--- config.mk ---
export PLATFORM = sky130hd
export DESIGN_NAME = i2c_slave_data_path_block
export DESIGN_NICKNAME = d
export VERILOG_FILES = /design/src/rtl/i2c_slave_pkg.sv /design/src/rtl/i2c_slave_line_sync.sv /design/src/rtl/i2c_slave_data_path_block.sv
export SDC_FILE = /design/constraint.sdc
export NUM_CORES = 1
export LEC_CHECK = 0
export CORE_MARGIN = 10
export CORE_UTILIZATION = 40
export DETAILED_ROUTE_END_ITERATION = 7
export GPL_TIMING_DRIVEN = 1
export SETUP_SLACK_MARGIN = 0.4
export SYNTH_ARGS = -nofsm -noshare
export SYNTH_HDL_FRONTEND = slang
export SYNTH_SLANG_ARGS = --single-unit
export TNS_END_PERCENT = 30
--- constraint.sdc ---
create_clock -name i2c_core_clock_i -period 2 [get_ports i2c_core_clock_i]
set_input_delay 0.5 -clock i2c_core_clock_i [delete_from_list [all_inputs] [get_ports i2c_core_clock_i]]
set_output_delay 0.5 -clock i2c_core_clock_i [all_outputs]
set_load 0.005 [all_outputs]
--- src/rtl/i2c_slave_pkg.sv ---
// Shared types and constants for the I2C responder datapath.
package i2c_slave_pkg;

  localparam int I2C_ADDR_W = 7;
  localparam int I2C_BYTE_W = 8;

  // Level on SDA during the ninth clock of a byte
  localparam logic ACK  = 1'b0;
  localparam logic NACK = 1'b1;

  // Bit counter reload value (MSB index of a byte)
  localparam logic [2:0] CNT_TOP = 3'(I2C_BYTE_W - 1);

  typedef enum logic [2:0] {
    ST_IDLE,
    ST_ADDR,
    ST_ADDR_ACK,
    ST_RX_DATA,
    ST_RX_ACK,
    ST_TX_DATA,
    ST_TX_ACK,
    ST_IGNORE
  } state_t;

endpackage

--- src/rtl/i2c_slave_line_sync.sv ---
// Synchronises raw SCL/SDA into the core clock domain and produces
// one-cycle registered pulses for SCL edges and START/STOP conditions.
// Pad edge to event pulse latency is SYNC_STAGES+1 core cycles.
module i2c_slave_line_sync #(
  parameter int SYNC_STAGES = 2
) (
  input  logic i2c_core_clock_i,
  input  logic reset_bit_i,
  input  logic scl_i,
  input  logic sda_i,
  output logic scl_rise,
  output logic scl_fall,
  output logic start_det,
  output logic stop_det,
  output logic sda_level
);

  logic [SYNC_STAGES-1:0] scl_sync;
  logic [SYNC_STAGES-1:0] sda_sync;
  logic                   scl_s;
  logic                   sda_s;
  logic                   scl_prev;
  logic                   sda_prev;

  assign scl_s = scl_sync[SYNC_STAGES-1];
  assign sda_s = sda_sync[SYNC_STAGES-1];

  // SDA value aligned with the registered event pulses
  assign sda_level = sda_prev;

  // Synchroniser chains, previous-value registers and registered events
  always_ff @(posedge i2c_core_clock_i or negedge reset_bit_i) begin
    if (!reset_bit_i) begin
      // NOTE: the chains reset to 1 (idle bus) so leaving reset never looks like an edge.
      scl_sync  <= '1;
      sda_sync  <= '1;
      scl_prev  <= 1'b1;
      sda_prev  <= 1'b1;
      scl_rise  <= 1'b0;
      scl_fall  <= 1'b0;
      start_det <= 1'b0;
      stop_det  <= 1'b0;
    end else begin
      // NOTE: non-blocking assignments let every flop sample the pre-edge value, forming a true shift chain.
      scl_sync  <= {scl_sync[SYNC_STAGES-2:0], scl_i};
      sda_sync  <= {sda_sync[SYNC_STAGES-2:0], sda_i};
      scl_prev  <= scl_s;
      sda_prev  <= sda_s;
      scl_rise  <= scl_s & ~scl_prev;
      scl_fall  <= ~scl_s & scl_prev;
      start_det <= scl_s & ~sda_s & sda_prev;
      stop_det  <= scl_s & sda_s & ~sda_prev;
    end
  end

endmodule

--- src/rtl/i2c_slave_data_path_block.sv ---
// I2C responder datapath: address match, ACK generation, byte receive
// and byte transmit. All bus timing is taken from sampled SCL edges.
// Optional macro I2C_SLAVE_CLK_STRETCH_EN adds scl_o and holds SCL low
// while a transmit byte is missing; without it IDLE_FILL is sent.
module i2c_slave_data_path_block
  import i2c_slave_pkg::*;
#(
  parameter int                    SYNC_STAGES = 2,
  parameter logic [I2C_BYTE_W-1:0] IDLE_FILL   = 8'hFF
) (
  input  logic                  i2c_core_clock_i,
  input  logic                  reset_bit_i,
  input  logic                  scl_i,
  input  logic                  sda_i,
  input  logic [I2C_ADDR_W-1:0] slave_addr_i,
  input  logic [I2C_BYTE_W-1:0] tx_data_i,
  input  logic                  tx_valid_i,
  output logic                  tx_ready_o,
  output logic                  sda_o,
  output logic [I2C_BYTE_W-1:0] rx_data_o,
  output logic                  rx_valid_o,
  output logic                  rw_o,
  output logic                  addr_match_o,
  output logic                  stop_o,
`ifdef I2C_SLAVE_CLK_STRETCH_EN
  output logic                  scl_o,
`endif
  output logic                  busy_o
);

  logic scl_rise, scl_fall, start_det, stop_det, sda_level;

  i2c_slave_line_sync #(
    .SYNC_STAGES (SYNC_STAGES)
  ) u_line_sync (
    .i2c_core_clock_i (i2c_core_clock_i),
    .reset_bit_i      (reset_bit_i),
    .scl_i            (scl_i),
    .sda_i            (sda_i),
    .scl_rise         (scl_rise),
    .scl_fall         (scl_fall),
    .start_det        (start_det),
    .stop_det         (stop_det),
    .sda_level        (sda_level)
  );

  state_t                  state_q, state_d;
  logic [2:0]              cnt_q, cnt_d;
  logic [2:0]              cnt_m1;
  logic [I2C_BYTE_W-1:0]   shift_q, shift_d;
  logic [I2C_BYTE_W-1:0]   tx_byte_q, tx_byte_d;
  logic [I2C_BYTE_W-1:0]   rx_data_q, rx_data_d;
  logic                    ack_phase_q, ack_phase_d;
  logic                    sda_q, sda_d;
  logic                    rw_q, rw_d;
  logic                    busy_q, busy_d;
  logic                    rx_valid_q, rx_valid_d;
  logic                    addr_match_q, addr_match_d;
  logic                    tx_ready_q, tx_ready_d;
  logic                    stop_q, stop_d;
  logic                    load_due;
  logic                    load_wait;
  logic                    addr_hit;

`ifdef I2C_SLAVE_CLK_STRETCH_EN
  logic pend_q, pend_d;
  logic hold_q, hold_d;
  assign load_wait = pend_q;
  assign scl_o     = ~hold_q;
`else
  assign load_wait = 1'b0;
`endif

  // After seven address rises the low seven shift bits hold the address
  assign addr_hit = (shift_q[I2C_ADDR_W-1:0] == slave_addr_i);
  assign cnt_m1   = cnt_q - 3'd1;

  // State register
  always_ff @(posedge i2c_core_clock_i or negedge reset_bit_i) begin
    if (!reset_bit_i) state_q <= ST_IDLE;
    else              state_q <= state_d;
  end

  // Next-state logic; START outranks STOP, which outranks bit events
  always_comb begin
    state_d = state_q;
    if (start_det) begin
      state_d = ST_ADDR;
    end else if (stop_det) begin
      state_d = ST_IDLE;
    end else begin
      case (state_q)
        ST_ADDR:     if (scl_rise && cnt_q == 3'd0) state_d = addr_hit ? ST_ADDR_ACK : ST_IGNORE;
        ST_ADDR_ACK: if (scl_fall && ack_phase_q)   state_d = rw_q ? ST_TX_DATA : ST_RX_DATA;
        ST_RX_DATA:  if (scl_rise && cnt_q == 3'd0) state_d = ST_RX_ACK;
        ST_RX_ACK:   if (scl_fall && ack_phase_q)   state_d = ST_RX_DATA;
        ST_TX_DATA:  if (!load_wait && scl_fall && cnt_q == 3'd0) state_d = ST_TX_ACK;
        ST_TX_ACK: begin
          if (scl_rise && sda_level == NACK)   state_d = ST_IGNORE;
          else if (scl_fall && ack_phase_q)    state_d = ST_TX_DATA;
        end
        default: ;
      endcase
    end
  end

  // Output/datapath next values, registered below so sda_o is glitch-free
  always_comb begin
    // NOTE: every target gets a default first so no path can infer a latch.
    sda_d        = sda_q;
    cnt_d        = cnt_q;
    shift_d      = shift_q;
    tx_byte_d    = tx_byte_q;
    rx_data_d    = rx_data_q;
    ack_phase_d  = ack_phase_q;
    rw_d         = rw_q;
    busy_d       = busy_q;
    rx_valid_d   = 1'b0;
    addr_match_d = 1'b0;
    tx_ready_d   = 1'b0;
    stop_d       = 1'b0;
    load_due     = 1'b0;
`ifdef I2C_SLAVE_CLK_STRETCH_EN
    pend_d = pend_q;
    hold_d = hold_q;
    // SCL is let go one cycle after the late byte's MSB went onto SDA
    if (hold_q && !pend_q) hold_d = 1'b0;
`endif

    if (start_det || stop_det) begin
      sda_d       = 1'b1;
      cnt_d       = CNT_TOP;
      ack_phase_d = 1'b0;
      busy_d      = 1'b0;
      stop_d      = ~start_det;
`ifdef I2C_SLAVE_CLK_STRETCH_EN
      pend_d = 1'b0;
      hold_d = 1'b0;
`endif
    end else begin
      case (state_q)
        ST_ADDR: begin
          if (scl_rise) begin
            shift_d = {shift_q[I2C_BYTE_W-2:0], sda_level};
            if (cnt_q == 3'd0) begin
              if (addr_hit) begin
                rw_d         = sda_level;
                addr_match_d = 1'b1;
                busy_d       = 1'b1;
              end
            end else begin
              cnt_d = cnt_m1;
            end
          end
        end
        ST_ADDR_ACK, ST_RX_ACK: begin
          // First fall drives ACK, second fall ends the ninth clock
          if (scl_fall) begin
            if (!ack_phase_q) begin
              sda_d       = ACK;
              ack_phase_d = 1'b1;
            end else begin
              sda_d       = 1'b1;
              ack_phase_d = 1'b0;
              cnt_d       = CNT_TOP;
              load_due    = (state_q == ST_ADDR_ACK) && rw_q;
            end
          end
        end
        ST_RX_DATA: begin
          if (scl_rise) begin
            shift_d = {shift_q[I2C_BYTE_W-2:0], sda_level};
            if (cnt_q == 3'd0) begin
              rx_data_d  = {shift_q[I2C_BYTE_W-2:0], sda_level};
              rx_valid_d = 1'b1;
            end else begin
              cnt_d = cnt_m1;
            end
          end
        end
        ST_TX_DATA: begin
          if (load_wait) begin
`ifdef I2C_SLAVE_CLK_STRETCH_EN
            if (tx_valid_i) begin
              tx_byte_d  = tx_data_i;
              tx_ready_d = 1'b1;
              sda_d      = tx_data_i[I2C_BYTE_W-1];
              pend_d     = 1'b0;
            end
`endif
          end else if (scl_fall) begin
            if (cnt_q == 3'd0) begin
              sda_d = 1'b1;
            end else begin
              cnt_d = cnt_m1;
              sda_d = tx_byte_q[cnt_m1];
            end
          end
        end
        ST_TX_ACK: begin
          if (scl_rise) begin
            ack_phase_d = (sda_level == ACK);
          end else if (scl_fall && ack_phase_q) begin
            ack_phase_d = 1'b0;
            cnt_d       = CNT_TOP;
            load_due    = 1'b1;
          end
        end
        ST_IGNORE: sda_d = 1'b1;
        default: ;
      endcase
    end

    // Transmit byte load, shared by the address ACK exit and a master ACK
    if (load_due) begin
      if (tx_valid_i) begin
        tx_byte_d  = tx_data_i;
        tx_ready_d = 1'b1;
        sda_d      = tx_data_i[I2C_BYTE_W-1];
      end else begin
`ifdef I2C_SLAVE_CLK_STRETCH_EN
        pend_d = 1'b1;
        hold_d = 1'b1;
        sda_d  = 1'b1;
`else
        tx_byte_d = IDLE_FILL;
        sda_d     = IDLE_FILL[I2C_BYTE_W-1];
`endif
      end
    end
  end

  // Datapath and output registers; reset releases SDA asynchronously
  always_ff @(posedge i2c_core_clock_i or negedge reset_bit_i) begin
    if (!reset_bit_i) begin
      sda_q        <= 1'b1;
      cnt_q        <= CNT_TOP;
      shift_q      <= '0;
      tx_byte_q    <= '0;
      rx_data_q    <= '0;
      ack_phase_q  <= 1'b0;
      rw_q         <= 1'b0;
      busy_q       <= 1'b0;
      rx_valid_q   <= 1'b0;
      addr_match_q <= 1'b0;
      tx_ready_q   <= 1'b0;
      stop_q       <= 1'b0;
    end else begin
      sda_q        <= sda_d;
      cnt_q        <= cnt_d;
      shift_q      <= shift_d;
      tx_byte_q    <= tx_byte_d;
      rx_data_q    <= rx_data_d;
      ack_phase_q  <= ack_phase_d;
      rw_q         <= rw_d;
      busy_q       <= busy_d;
      rx_valid_q   <= rx_valid_d;
      addr_match_q <= addr_match_d;
      tx_ready_q   <= tx_ready_d;
      stop_q       <= stop_d;
    end
  end

`ifdef I2C_SLAVE_CLK_STRETCH_EN
  // Clock-stretch bookkeeping
  always_ff @(posedge i2c_core_clock_i or negedge reset_bit_i) begin
    if (!reset_bit_i) begin
      pend_q <= 1'b0;
      hold_q <= 1'b0;
    end else begin
      pend_q <= pend_d;
      hold_q <= hold_d;
    end
  end
`endif

  assign sda_o        = sda_q;
  assign rx_data_o    = rx_data_q;
  assign rx_valid_o   = rx_valid_q;
  assign addr_match_o = addr_match_q;
  assign tx_ready_o   = tx_ready_q;
  assign stop_o       = stop_q;
  assign rw_o         = rw_q;
  assign busy_o       = busy_q;

endmodule

---- After elaboration in Yosys (flattened, before gate mapping) ----
Cells that the tools add are included.
word-level totals
  register bits ........................... 47
  input port bits ......................... 20
  output and inout bits ................... 15
  word-level logic and storage cells ...... 144
cells by class
  add/subtract/negate cells ............... 1
  magnitude comparators ................... 1
  equal/unequal tests ..................... 23
  muxes and demuxes ....................... 61
  bitwise logic cells ..................... 12
  reduce and logical (&&, ||, !) cells .... 25
operator list
  cell                                                                          count
  3-bit two-way mux                                                             19
  1-bit two-way mux                                                             35
  4-bit by 2-bit inequality test with 1-bit output, second input constant       5
  3-bit case mux with 6 select lines                                            1
  7-bit AND reduction                                                           2
  3-bit equality test, second input constant                                    4
  4-bit by 3-bit inequality test with 1-bit output, second input constant       3
  3-bit case mux with 4 select lines                                            1
  5-bit nonzero test                                                            2
  3-bit inequality test, second input constant                                  3
  3-bit AND reduction                                                           3
  8-bit two-way mux                                                             1
  4-bit AND reduction                                                           2
  2-bit nonzero test                                                            4
  8-bit nonzero test                                                            1
  7-bit equality test                                                           1
  1-bit bitwise AND                                                             6
  3-bit by 2-bit equality test with 1-bit output, second input constant         2
  3-bit by 2-bit inequality test with 1-bit output, second input constant       2
  1-bit NOT                                                                     6
  1-bit logical AND                                                             5
  5-bit by 3-bit inequality test with 1-bit output, second input constant       1
  5-bit AND reduction                                                           1
  3-bit by 4-bit less-than comparator with 1-bit output, second input constant  1
  other kinds (10)                                                              12

---- Longest topological paths before layout ----
Gate-level depths: netlist of the first run.
  depth in word-level cells ............... 8
  mapped depth ............................ 8
  depth with buffers taken out ............ 7

---- Modules after synthesis ----
From an unflattened synthesis of the first run, not the netlist that was laid out.
unflattened totals
  cells, all modules ...................... 212
  area, all modules ....................... 2372.3 sq um
by module, submodules not included
  module                     times used  cells each  area each (sq um)  seq. area each (sq um)
  i2c_slave_data_path_block  1           198         2082.0             930.9
  i2c_slave_line_sync        1           14          290.3              257.7

---- Worst setup path before layout of the first run ----
No wires, ideal clock.
  path type ............................... input port to flip-flop
  from .................................... input slave_addr_i[3]
  to ...................................... register rw_q (netlist: rw_o)
  setup time .............................. 125 ps
  arrival time ............................ 1607 ps
  required time ........................... 1875 ps
  path slack .............................. 268 ps
  stages on the path ...................... 5
  path buffers ............................ 0
  cells stage by stage .................... xor2_1 nor4_1 nand2b_1 nor4_4 mux2_4
between the ends
  cells in the longest elaborated chain, start to end .. 2
ends and longest elaborated chain
  what                           line                              RTL
  start: declaration             i2c_slave_data_path_block.sv:15   input logic [I2C_ADDR_W-1:0] slave_addr_i,
  7-bit equality test            i2c_slave_data_path_block.sv:75   assign addr_hit = (shift_q[I2C_ADDR_W-1:0] == slave_addr_i);
  5-bit AND reduction (no line)  --
  end signal: assignment         i2c_slave_data_path_block.sv:255  rw_q <= rw_d;
  end: declaration               i2c_slave_data_path_block.sv:55   logic rw_q, rw_d;
No other way between the ends.
A chain may end at the register's enable or synchronous reset.

---- Final worst setup path of the first run ----
Ends and elaborated chain as after synthesis.

==> impl_metrics.env, run 1 <==
export IMPL_fin_crit_sh_pct=88.61
export IMPL_final_instance_count_excl_fill=357
export IMPL_track_usage_pct=11.82
export IMPL_finalClockSkew_ns=0.005027
export IMPL_synth_flop_cell="sky130_fd_sc_hd__dfrtp_1"
export IMPL_hold_slack_ns=0.1712
export IMPL_final_count_of_negative_setup_slack_endpoints=0
export IMPL_min_path_type="in -> async"
export IMPL_start_util_pct=41.45
export IMPL_worst_setup_path_end_kind="flop"
export IMPL_timing_max_transition_violations_final=0
export IMPL_route_detailed_wl_per_inst_microns=14.21
export IMPL_setup_repair_after_global_routing_missed_its_margin="yes"
export IMPL_grt_start_max_net_pins=26
export IMPL_grt_first_pass_wirelength_mm=8.597
export IMPL_synth_edff_count=0
export IMPL_clock_edge_transition_at_the_registers_on_the_reported_setup_and_hold_paths_ns=0.09
export IMPL_final_hold_viol_count=0
export IMPL_antenna_violations_before_repair=0
export IMPL_met2_wirelength_mm=2.513
export IMPL_die_h_microns=95.54
export IMPL_critical_path_required_ns=2.19
export IMPL_io_buffer_count=34
export IMPL_dr_first_iter_drc_count=161
export IMPL_dp_final_hpwl_mm=3.579
export IMPL_std_cell_rows=27
export IMPL_fp_coreArea_sq_mm=0.005507
export IMPL_share_of_cells_above_drive_strength_1_pct=32.63
export IMPL_worst_setup_path_type="in -> reg"
export IMPL_crit_path_max_fanout=2
export IMPL_max_cap_viol_count=0
export IMPL_cts_root_buf="sky130_fd_sc_hd__clkbuf_8"
export IMPL_netlist_cell_type_count=49
export IMPL_remaining_drc_errors=0
export IMPL_detail_route_wirelength_mm=5.072
export IMPL_die_width_microns=95.54
export IMPL_period_minus_slack_ns=1.772
export IMPL_htree_num_levels=2
export IMPL_antenna_cells=0
export IMPL_floorplan_die_area_sq_mm=0.009127
export IMPL_worst_ir_drop_vdd_mv=0.5206
export IMPL_met3_wirelength_microns=191
export IMPL_synthesis_area_sq_mm=0.002282
export IMPL_gp_congestion=0.8697
export IMPL_synth_async_sr_flop_share_pct=100.0
export IMPL_clock_tree_buffer_depth=2
export IMPL_synth_yosys_seq_area_share_pct=52.08
export IMPL_ys_top_cells_by_area="sky130_fd_sc_hd__dfrtp_1 41%, sky130_fd_sc_hd__dfstp_2 12%, sky130_fd_sc_hd__nand2_1 5.4%"
export IMPL_ys_warnings_count=0
export IMPL_route_antenna_remaining_nets=0
export IMPL_nFillCells=489
export IMPL_count_of_boundary_i_o_pins=35
export IMPL_postSynthAreaPerCell_sq_um=10.47
export IMPL_relSlewSlack_pct=64.42
export IMPL_critical_path_startpoint="slave_addr_i[3]"
export IMPL_length_of_the_first_detailed_routing_pass_in_iterations=4
export IMPL_avgViaCountPerCell=4.975
export IMPL_power_leakage_nw=1.459
export IMPL_placed_cells_incl_taps=327
export IMPL_cts_tree="yes"
export IMPL_nNetsFinal=306
export IMPL_synth_largest_type_area_fraction_pct=40.57
export IMPL_post_synth_top_count_cell="sky130_fd_sc_hd__dfrtp_1"
export IMPL_post_synth_inst_count=218
export IMPL_number_of_global_route_vias_before_repair=1755
export IMPL_synth_seq_cells=47
export IMPL_clock_insertion_delay_worst_skew_ns=0.30
export IMPL_grt_overflow_total=0
export IMPL_worst_setup_slack_after_layout_ns=0.2278
export IMPL_syn_to_final_growth_pct=38.38
export IMPL_net_count_after_synthesis=240
export IMPL_fmax_ghz=0.5643
export IMPL_crit_arrival_ns=1.96
export IMPL_routed_length_on_met1_mm=2.304
export IMPL_cp_start_kind="primary input"
export IMPL_worstMarginPinSlew_ns=0.5336
export IMPL_cts_buffers_inserted=5
export IMPL_place_ws_ns=-0.3361
export IMPL_outcome="completed"
export IMPL_dr_total_vias=1776
export IMPL_power_density_mw_per_mm2=1127
export IMPL_synth_top_cells_by_count="37 x sky130_fd_sc_hd__dfrtp_1, 33 x sky130_fd_sc_hd__nand2_1, 15 x sky130_fd_sc_hd__a21oi_1, 15 x sky130_fd_sc_hd__nor2_1, 13 x sky130_fd_sc_hd__inv_1"
export IMPL_cts_sinks=47
export IMPL_worstReg2RegStart="shift_q[3]"
export IMPL_topRoutingLayerUsed="met4"
export IMPL_synth_top_cell_by_area="sky130_fd_sc_hd__dfrtp_1"
-- kinds of logic after synthesis --
family | after synthesis | share of synthesized area [%]
mux | 14 | 8.059
flops | 47 | 52.08
simple gates | 79 | 18.42
xor+xnor | 9 | 3.454
compound gates | 44 | 12.50
fa+ha+maj | 2 | 1.096
buf+inv | 23 | 4.386
-- worst paths after layout --
kind / cells past startpoint / endpoint / slack (ns)
worst max-delay path: 7 / rw_o / 0.23
worst min-delay path: 1 / rx_data_o[3] / 0.17
worst max register to register: 6 / rw_o / 0.26
worst min register to register: 0 / u_line_sync.scl_sync[1] / 0.36
max in group asynchronous: 2 / cnt_q[2] / 1.24
min in group i2c_core_clock_i: 0 / u_line_sync.scl_sync[1] / 0.36
-- worst max-delay path: stages --
cell                            delay (ns)
sky130_fd_sc_hd__dlygate4sd2_1        0.24
sky130_fd_sc_hd__xor2_1               0.18
sky130_fd_sc_hd__nor4_4               0.32
sky130_fd_sc_hd__buf_4                0.17
sky130_fd_sc_hd__nand2b_4             0.05
sky130_fd_sc_hd__nor4_4               0.18
sky130_fd_sc_hd__mux2_4               0.32
-- state kept, by name, indices dropped and copies added (netlist names) --
| signal | flops |
|---|---|
| cnt_q | 3 |
| rx_valid_o | 1 |
| u_line_sync.scl_fall | 1 |
| rx_data_o | 8 |
| rw_o | 1 |
| stop_o | 1 |
| busy_o | 1 |
| u_line_sync.scl_rise | 1 |
| u_line_sync.sda_sync | 2 |
| u_line_sync.stop_det | 1 |
| u_line_sync.scl_sync | 2 |
| tx_ready_o | 1 |
| sda_o | 1 |
| u_line_sync.sda_level | 1 |
| u_line_sync.start_det | 1 |
| shift_q | 7 |
| addr_match_o | 1 |
| state_q | 3 |
| tx_byte_q | 8 |
| ack_phase_q | 1 |
| u_line_sync.scl_prev | 1 |
-- timing repair --
| action | in CTS | in global routing |
|---|---|---|
| hold buffers | 0 | 0 |
| cloned | 0 | 3 |
| buffers inserted | 13 | 6 |
| setup endpoints to repair | 41 | 47 |
| pin swaps | 11 | 6 |
| gates resized for setup | 28 | 11 |
-- power breakdown --
group / internal, mW / switching (mW) / total, mW
clock network: 0.283 / 0.316 / 0.598
logic: 0.888 / 0.719 / 1.61
registers: 1.16 / 0.192 / 1.35
total: 2.33 / 1.23 / 3.56
-- placed cells by master, fill, tap and decap left out, types with 7 or more instances in the layout --
| master | instances |
|---|---|
| sky130_fd_sc_hd__clkdlybuf4s50_1 | 25 |
| sky130_fd_sc_hd__a21oi_1 | 13 |
| sky130_fd_sc_hd__mux2_2 | 7 |
| sky130_fd_sc_hd__nor2b_1 | 7 |
| sky130_fd_sc_hd__dfrtp_1 | 31 |
| sky130_fd_sc_hd__o21ai_0 | 8 |
| sky130_fd_sc_hd__dlygate4sd2_1 | 8 |
| sky130_fd_sc_hd__nor2_1 | 14 |
| sky130_fd_sc_hd__nand2_1 | 33 |
| sky130_fd_sc_hd__dfstp_2 | 10 |
| sky130_fd_sc_hd__a31oi_1 | 8 |
| sky130_fd_sc_hd__inv_1 | 12 |
| sky130_fd_sc_hd__buf_4 | 26 |
-- routing by layer --
metal | GRT usage [%] | up-vias
met3 | 2.985 | 5
met4 | 3.686 | 0
met1 | 15.16 | 858
li1 | - | 879
met2 | 19.07 | 34
met5 | 0 | -
-- metrics by stage --
stage | instance area (sq um) | TNS (ns) | util, % | total power, mW
3_3_place_gp | 2775 | -0.6755 | 50.40 | 2.561
2_1_floorplan | 2295 | 0 | - | 2.234
4_1_cts | 3034 | 0 | 55.10 | 3.408
6_report | 3158 | 0 | 57.35 | 3.558
3_5_place_dp | 2775 | -0.9535 | 50.40 | 2.583
5_1_grt | 3158 | 0 | 57.35 | 3.842
-- layout make-up --
| type | count | area, sq um | share of cell area [%] |
|---|---|---|---|
| inverters | 14 | 53.80 | 1.704 |
| multi-input cells | 148 | 1085 | 34.35 |
| flip-flops and latches | 47 | 1196 | 37.88 |
| clock buffers | 6 | 82.58 | 2.615 |
| clock inverters | 2 | 13.76 | 0.4358 |
| well taps | 72 | 90.09 | 2.853 |
| repair buffers | 68 | 636.9 | 20.17 |
Note: power is estimated with default switching activity, not from simulation.
==> inputs of run 2 (changes only) <==
ABC_AREA = 1   (was unset)
CAP_MARGIN = 10   (was unset)
CELL_PAD_IN_SITES_DETAIL_PLACEMENT = 1   (was unset)
CELL_PAD_IN_SITES_GLOBAL_PLACEMENT = 1   (was unset)
PLACE_DENSITY_LB_ADDON = 0.1   (was unset)
==> run 2 against run 1 <==
Compared with the run above: area after synthesis up 12%; sequential power up 7%; global-route usage up 1.2 points; non-clock buffer count down 20; utilization down 6.0 points; worst setup slack better by 0.10 ns; cell area up 2.0%; largest cell class unchanged; clock-buffer cell count unchanged; critical path type is now reg -> out; sequential share of layout area down 0.87 points; highest routed layer unchanged; clock skew up 0.0078 ns.
==> impl_metrics.env, run 2 <==
export IMPL_avgViaCountPerCell=4.842
export IMPL_synthesis_area_sq_mm=0.002549
export IMPL_worstMarginPinSlew_ns=0.5366
export IMPL_syn_to_final_growth_pct=26.41
export IMPL_length_of_the_first_detailed_routing_pass_in_iterations=4
export IMPL_cts_sinks=47
export IMPL_clock_insertion_delay_worst_skew_ns=0.31
export IMPL_synth_top_cell_by_area="sky130_fd_sc_hd__dfrtp_1"
export IMPL_worst_path_max_delay_cell="sky130_fd_sc_hd__clkdlybuf4s50_1"
export IMPL_track_usage_pct=12.99
export IMPL_power_leakage_nw=1.622
export IMPL_antenna_cells=0
export IMPL_path_cells="clkdlybuf4s50_1"
export IMPL_synth_async_sr_flop_share_pct=100.0
export IMPL_final_hold_viol_count=0
export IMPL_cts_root_buf="sky130_fd_sc_hd__clkbuf_8"
export IMPL_ys_top_cells_by_area="sky130_fd_sc_hd__dfrtp_1 36%, sky130_fd_sc_hd__nand2_1 13%, sky130_fd_sc_hd__dfstp_2 10%"
export IMPL_crit_path_max_fanout=2
export IMPL_detail_route_wirelength_mm=6.447
export IMPL_worst_path_dominant_cell_family="buffers and inverters"
export IMPL_crit_reg2reg_capture="shift_q[2]"
export IMPL_net_count_after_synthesis=327
export IMPL_start_util_pct=40.60
export IMPL_std_cell_rows=29
export IMPL_postSynthAreaPerCell_sq_um=8.356
export IMPL_register_area_sq_mm=0.001192
export IMPL_cp_start_kind="flop"
export IMPL_power_density_mw_per_mm2=1309
export IMPL_finalClockSkew_ns=0.01284
export IMPL_regToRegSetupSlack_ns=0.48
export IMPL_setup_total_negative_slack_ns=0
export IMPL_fin_crit_sh_pct=83.50
export IMPL_outcome="completed"
export IMPL_synth_top_cells_by_count="88 x sky130_fd_sc_hd__nand2_1, 39 x sky130_fd_sc_hd__inv_1, 37 x sky130_fd_sc_hd__dfrtp_1"
export IMPL_clock_tree_buffer_depth=2
export IMPL_worst_setup_path_type="reg -> out"
export IMPL_relSlewSlack_pct=64.23
export IMPL_nFillCells=772
export IMPL_io_buffer_count=34
export IMPL_fp_coreArea_sq_mm=0.006277
export IMPL_grt_first_pass_wirelength_mm=10.69
export IMPL_final_count_of_negative_setup_slack_endpoints=0
export IMPL_floorplan_die_area_sq_mm=0.009965
export IMPL_worst_setup_path_end_kind="output pin"
export IMPL_ys_warnings_count=0
export IMPL_htree_num_levels=2
export IMPL_cts_buffers_inserted=5
export IMPL_number_of_global_route_vias_before_repair=2233
export IMPL_cts_tree="yes"
export IMPL_max_cap_viol_count=0
export IMPL_sum_of_buffers_and_inverters_on_the_critical_path=1
export IMPL_netlist_cell_type_count=37
export IMPL_r2r_cells=6
export IMPL_post_synth_top_count_cell="sky130_fd_sc_hd__nand2_1"
export IMPL_share_of_cells_above_drive_strength_1_pct=26.35
export IMPL_nNetsFinal=374
export IMPL_multi_input_area_sq_mm=0.001154
export IMPL_fmax_ghz=0.5988
export IMPL_layout_core_utilization_pct=51.33
export IMPL_period_minus_slack_ns=1.670
export IMPL_layout_cells_most_common_list="84 x sky130_fd_sc_hd__nand2_1, 36 x sky130_fd_sc_hd__inv_1, 34 x sky130_fd_sc_hd__dfrtp_1, 27 x sky130_fd_sc_hd__clkdlybuf4s50_1, 18 x sky130_fd_sc_hd__nor2_1"
export IMPL_antenna_violations_before_repair=0
export IMPL_synth_largest_type_area_fraction_pct=36.33
export IMPL_clock_edge_transition_at_the_registers_on_the_reported_setup_and_hold_paths_ns=0.10
export IMPL_die_h_microns=99.83
export IMPL_worst_ir_drop_vdd_mv=0.6217
export IMPL_critical_path_required_ns=1.50
export IMPL_post_synth_inst_count=305
export IMPL_route_detailed_wl_per_inst_microns=14.99
export IMPL_synth_yosys_seq_area_share_pct=46.64
export IMPL_synth_edff_count=0
export IMPL_synth_seq_cells=47
export IMPL_setup_repair_after_global_routing_missed_its_margin="yes"
export IMPL_dr_total_vias=2082
export IMPL_remaining_drc_errors=0
export IMPL_route_antenna_remaining_nets=0
export IMPL_holdBufCountCts=0
export IMPL_dr_first_iter_drc_count=49
export IMPL_worstReg2RegStart="state_q[2]"
export IMPL_layout_cells_most_common="sky130_fd_sc_hd__nand2_1"
export IMPL_timing_critical_path_slowest_cell_delay_ns=0.51
export IMPL_count_of_boundary_i_o_pins=35
export IMPL_dp_final_hpwl_mm=4.767
export IMPL_die_width_microns=99.83
export IMPL_timing_max_transition_violations_final=0
export IMPL_synth_flop_cell="sky130_fd_sc_hd__dfrtp_1"
export IMPL_grt_overflow_total=0
export IMPL_crit_arrival_ns=1.17
export IMPL_grt_start_max_net_pins=28
export IMPL_min_path_type="in -> async"
export IMPL_gp_congestion=0.7917
==> run 2: cell type report <==
type,instances,area share [%]
Tap cell,77,2.990
Sequential cell,47,37.01
Clock inverter,2,1.087
Multi-Input combinational cell,202,35.81
Timing Repair Buffer,48,14.49
Inverter,48,6.058
Clock buffer,6,2.563
==> run 2: how the worst max path moves through the flow <==
stage,slack (ns),startpoint,cells past startpoint,end
detailed placement,0.19,slave_addr_i[4],9,state_q[0]
floorplan,0.49,cnt_q[0],9,sda_o
finish,0.33,rx_data_o[4],1,rx_data_o[4]
global placement,0.23,slave_addr_i[4],9,state_q[0]
CTS,0.31,rx_data_o[7],1,rx_data_o[7]
global route,0.27,rx_data_o[7],1,rx_data_o[7]
==> run 2: per-layer routing <==
| metal | wire, microns | global-route usage (%) | share of wire [%] |
|---|---|---|---|
| met5 | 0 | 0 | 0 |
| met4 | 77 | 3.638 | 1.2 |
| met3 | 291 | 3.503 | 4.5 |
| met2 | 3090 | 21.70 | 48 |
| met1 | 2988 | 16.03 | 46 |
==> run 2: cell families (layout without fill, tap and decap cells) <==
group                      Yosys count  after routing  share of synthesized area, %
AOI/OAI and AO/OA                   50             50                         12.13
xor gates and xnor gates             5              5                         1.719
adders and majority gates            2              2                        0.9817
buffers and inverters               56            104                         10.80
DFF                                 47             47                         46.64
and+or+nand+nor                    145            145                         27.74
==> run 2: report_power, final <==
group          internal, mW  switching (mW)
Combinational         0.825            1.20
Sequential             1.21           0.229
Clock                 0.405           0.343
==> run 2: what timing repair did <==
action | in CTS | in global routing
endpoints found under the setup margin | 42 | 41
pin swaps | 0 | 12
setup buffers | 0 | 7
resized for setup | 6 | 28
==> run 2: metrics by stage <==
step	worst slack (ns)	area [sq um]	power, mW	instances	hold slack (ns)
after floorplan	0.4888	2549	2.807	305	0.2044
after global placement	0.2347	2969	3.136	415	0.3464
after detailed placement	0.1928	2969	3.191	415	0.3476
after CTS	0.3146	3082	3.945	423	0.1778
after global routing	0.2724	3222	4.586	430	0.1887
final	0.3300	3222	4.218	430	0.1611
==> inputs of run 3 (changes only) <==
clock period = 1.7 ns   (was 2 ns; I/O delays follow)
==> run 3 against run 2 <==
Compared with the run above: first-iteration DRC count grew 16%; sequential power grew 17%; global-route usage grew 1.1 points; worst hold slack gained 0.20 ns; utilization grew 3.3 points; cell area grew 6.5%; critical path type is now reg -> reg; via count grew 5.8%; clock power grew 9.6%; clock skew shrank 0.0066 ns; sequential share of layout area shrank 2.2 points; die area is the same; highest routed layer unchanged.
==> impl_metrics.env, run 3 (same netlist as run 2, synthesis figures left out) <==
export IMPL_floorplan_die_area_sq_mm=0.009965
export IMPL_crit_arrival_ns=1.75
export IMPL_fmax_ghz=0.6564
export IMPL_timing_max_transition_violations_final=0
export IMPL_finalClockSkew_ns=0.006228
export IMPL_whs_path_depth=0
export IMPL_clock_insertion_delay_worst_skew_ns=0.29
export IMPL_gr_usage_met3_pct=3.365
export IMPL_power_density_mw_per_mm2=1556
export IMPL_antenna_violations_before_repair=0
export IMPL_period_minus_slack_ns=1.524
export IMPL_placed_area_sq_mm=0.003037
export IMPL_worst_setup_path_end_kind="flop"
export IMPL_gp_congestion=0.8363
export IMPL_dr_total_vias=2203
export IMPL_antenna_cells=0
export IMPL_cts_buffers_inserted=5
export IMPL_dp_final_hpwl_mm=4.866
export IMPL_dr_first_iter_drc_count=57
export IMPL_hold_slack_ns=0.3598
export IMPL_grt_busiest_layer="met2"
export IMPL_setup_repair_after_global_routing_missed_its_margin="yes"
export IMPL_worst_ir_drop_vdd_mv=0.6508
export IMPL_relSlewSlack_pct=71.41
export IMPL_syn_to_final_growth_pct=34.66
export IMPL_layout_cell_area_non_filler_sq_mm=0.003432
export IMPL_grt_first_pass_wirelength_mm=11.50
export IMPL_r2r_cells=9
export IMPL_final_count_of_negative_setup_slack_endpoints=0
export IMPL_met1_usage_pct=17.41
export IMPL_worst_setup_slack_after_layout_ns=0.1764
export IMPL_clock_tree_buffer_depth=2
export IMPL_layout_cells_most_common_list="80 x sky130_fd_sc_hd__nand2_1, 33 x sky130_fd_sc_hd__inv_1, 33 x sky130_fd_sc_hd__dfrtp_1, 22 x sky130_fd_sc_hd__buf_4, 18 x sky130_fd_sc_hd__clkdlybuf4s50_1"
export IMPL_track_usage_pct=14.07
export IMPL_place_ws_ns=-0.01885
export IMPL_length_of_the_first_detailed_routing_pass_in_iterations=4
export IMPL_share_of_cells_above_drive_strength_1_pct=33.06
export IMPL_detail_route_wirelength_mm=7.107
export IMPL_outcome="completed"
export IMPL_clock_edge_transition_at_the_registers_on_the_reported_setup_and_hold_paths_ns=0.09
export IMPL_route_antenna_remaining_nets=0
export IMPL_critical_path_required_ns=1.93
export IMPL_fin_crit_sh_pct=89.62
export IMPL_count_of_boundary_i_o_pins=35
export IMPL_layout_cells_most_common="sky130_fd_sc_hd__nand2_1"
export IMPL_start_util_pct=40.60
export IMPL_power_leakage_nw=1.742
export IMPL_cts_sinks=47
export IMPL_std_cell_rows=29
export IMPL_cts_tree="yes"
export IMPL_htree_num_levels=2
export IMPL_cts_root_buf="sky130_fd_sc_hd__clkbuf_8"
export IMPL_worst_setup_path_type="reg -> reg"
export IMPL_route_detailed_wl_per_inst_microns=15.83
export IMPL_worstMarginPinSlew_ns=0.4256
export IMPL_avgViaCountPerCell=4.906
export IMPL_crit_path_max_fanout=6
export IMPL_die_width_microns=99.83
export IMPL_grt_overflow_total=0
export IMPL_final_hold_viol_count=0
export IMPL_grt_start_max_net_pins=39
export IMPL_io_buffer_count=34
export IMPL_remaining_drc_errors=0
export IMPL_die_h_microns=99.83
export IMPL_fp_coreArea_sq_mm=0.006277
export IMPL_met2_usage_pct=23.89
export IMPL_layout_core_utilization_pct=54.67
export IMPL_max_cap_viol_count=0
export IMPL_nNetsFinal=393
export IMPL_min_path_type="reg -> reg"
export IMPL_cp_start_kind="flop"
export IMPL_number_of_global_route_vias_before_repair=2336
## run 3: cell types whose count changed in the layout (fill, tap and decap cells not counted), moves of 3 or more
cell,delta
sky130_fd_sc_hd__inv_1,-3
sky130_fd_sc_hd__nand2_1,-4
sky130_fd_sc_hd__clkdlybuf4s50_1,-9
sky130_fd_sc_hd__buf_6,+4
sky130_fd_sc_hd__buf_4,+13
sky130_fd_sc_hd__dlygate4sd2_1,+7
sky130_fd_sc_hd__nand2_4,+3
sky130_fd_sc_hd__inv_4,+3
## run 3: report_power, final
group	internal [mW]	switching [mW]
sequential	1.43	0.248
clock	0.441	0.379
combinational	1.22	1.63
## run 3: timing repair
item	CTS	global route
gates cloned	2	0
buffers inserted	11	8
hold endpoints to repair	8	0
pin swaps	10	17
setup endpoints to repair	51	50
resized for setup	37	30
hold buffers	1	0
## run 3: final timing paths
path	start	end	slack (ns)
setup / recovery	cnt_q[0]	cnt_q[2]	0.18
hold / removal	u_line_sync.scl_sync[0]	u_line_sync.scl_sync[1]	0.36
setup reg to reg	cnt_q[0]	cnt_q[2]	0.18
hold reg to reg	u_line_sync.scl_sync[0]	u_line_sync.scl_sync[1]	0.36
max in group asynchronous	reset_bit_i	u_line_sync.scl_prev	0.60
min in group asynchronous	reset_bit_i	tx_byte_q[2]	0.53
## run 3: worst max-delay path, stage by stage, from the launching register on
cell                       delay (ns)
sky130_fd_sc_hd__dfstp_2         0.57
sky130_fd_sc_hd__inv_4           0.06
sky130_fd_sc_hd__ha_4            0.16
sky130_fd_sc_hd__nand2_4         0.07
sky130_fd_sc_hd__inv_4           0.04
sky130_fd_sc_hd__nand4_1         0.08
sky130_fd_sc_hd__o211ai_1        0.13
sky130_fd_sc_hd__nor2_4          0.19
sky130_fd_sc_hd__nand2_1         0.09
sky130_fd_sc_hd__o21ai_2         0.07
## run 3: per-layer routing
| layer | wire [microns] | vias up |
|---|---|---|
| met4 | 77 | 0 |
| met2 | 3649 | 31 |
| met1 | 3114 | 1072 |
| met3 | 265 | 7 |
| met5 | 0 | - |
| li1 | - | 1093 |
## run 3: metrics by stage
stage	std cells	setup TNS, ns	power (mW)
detailed placement	419	-0.02545	3.879
floorplan	305	0	3.356
finish	449	0	5.339
global placement	419	0	3.802
CTS	441	0	4.928
global route	449	0	5.808
## run 3: layout make-up
cell class / instances / area [sq um]
clock buffers: 7 / 76.32
clock inverters: 1 / 30.03
fillers: 759 / 2845
inverters: 48 / 202.7
multi-input cells: 202 / 1216
flip-flops and latches: 47 / 1194
well taps: 77 / 96.34
repair buffers: 65 / 603.1
repair inverters: 2 / 13.76
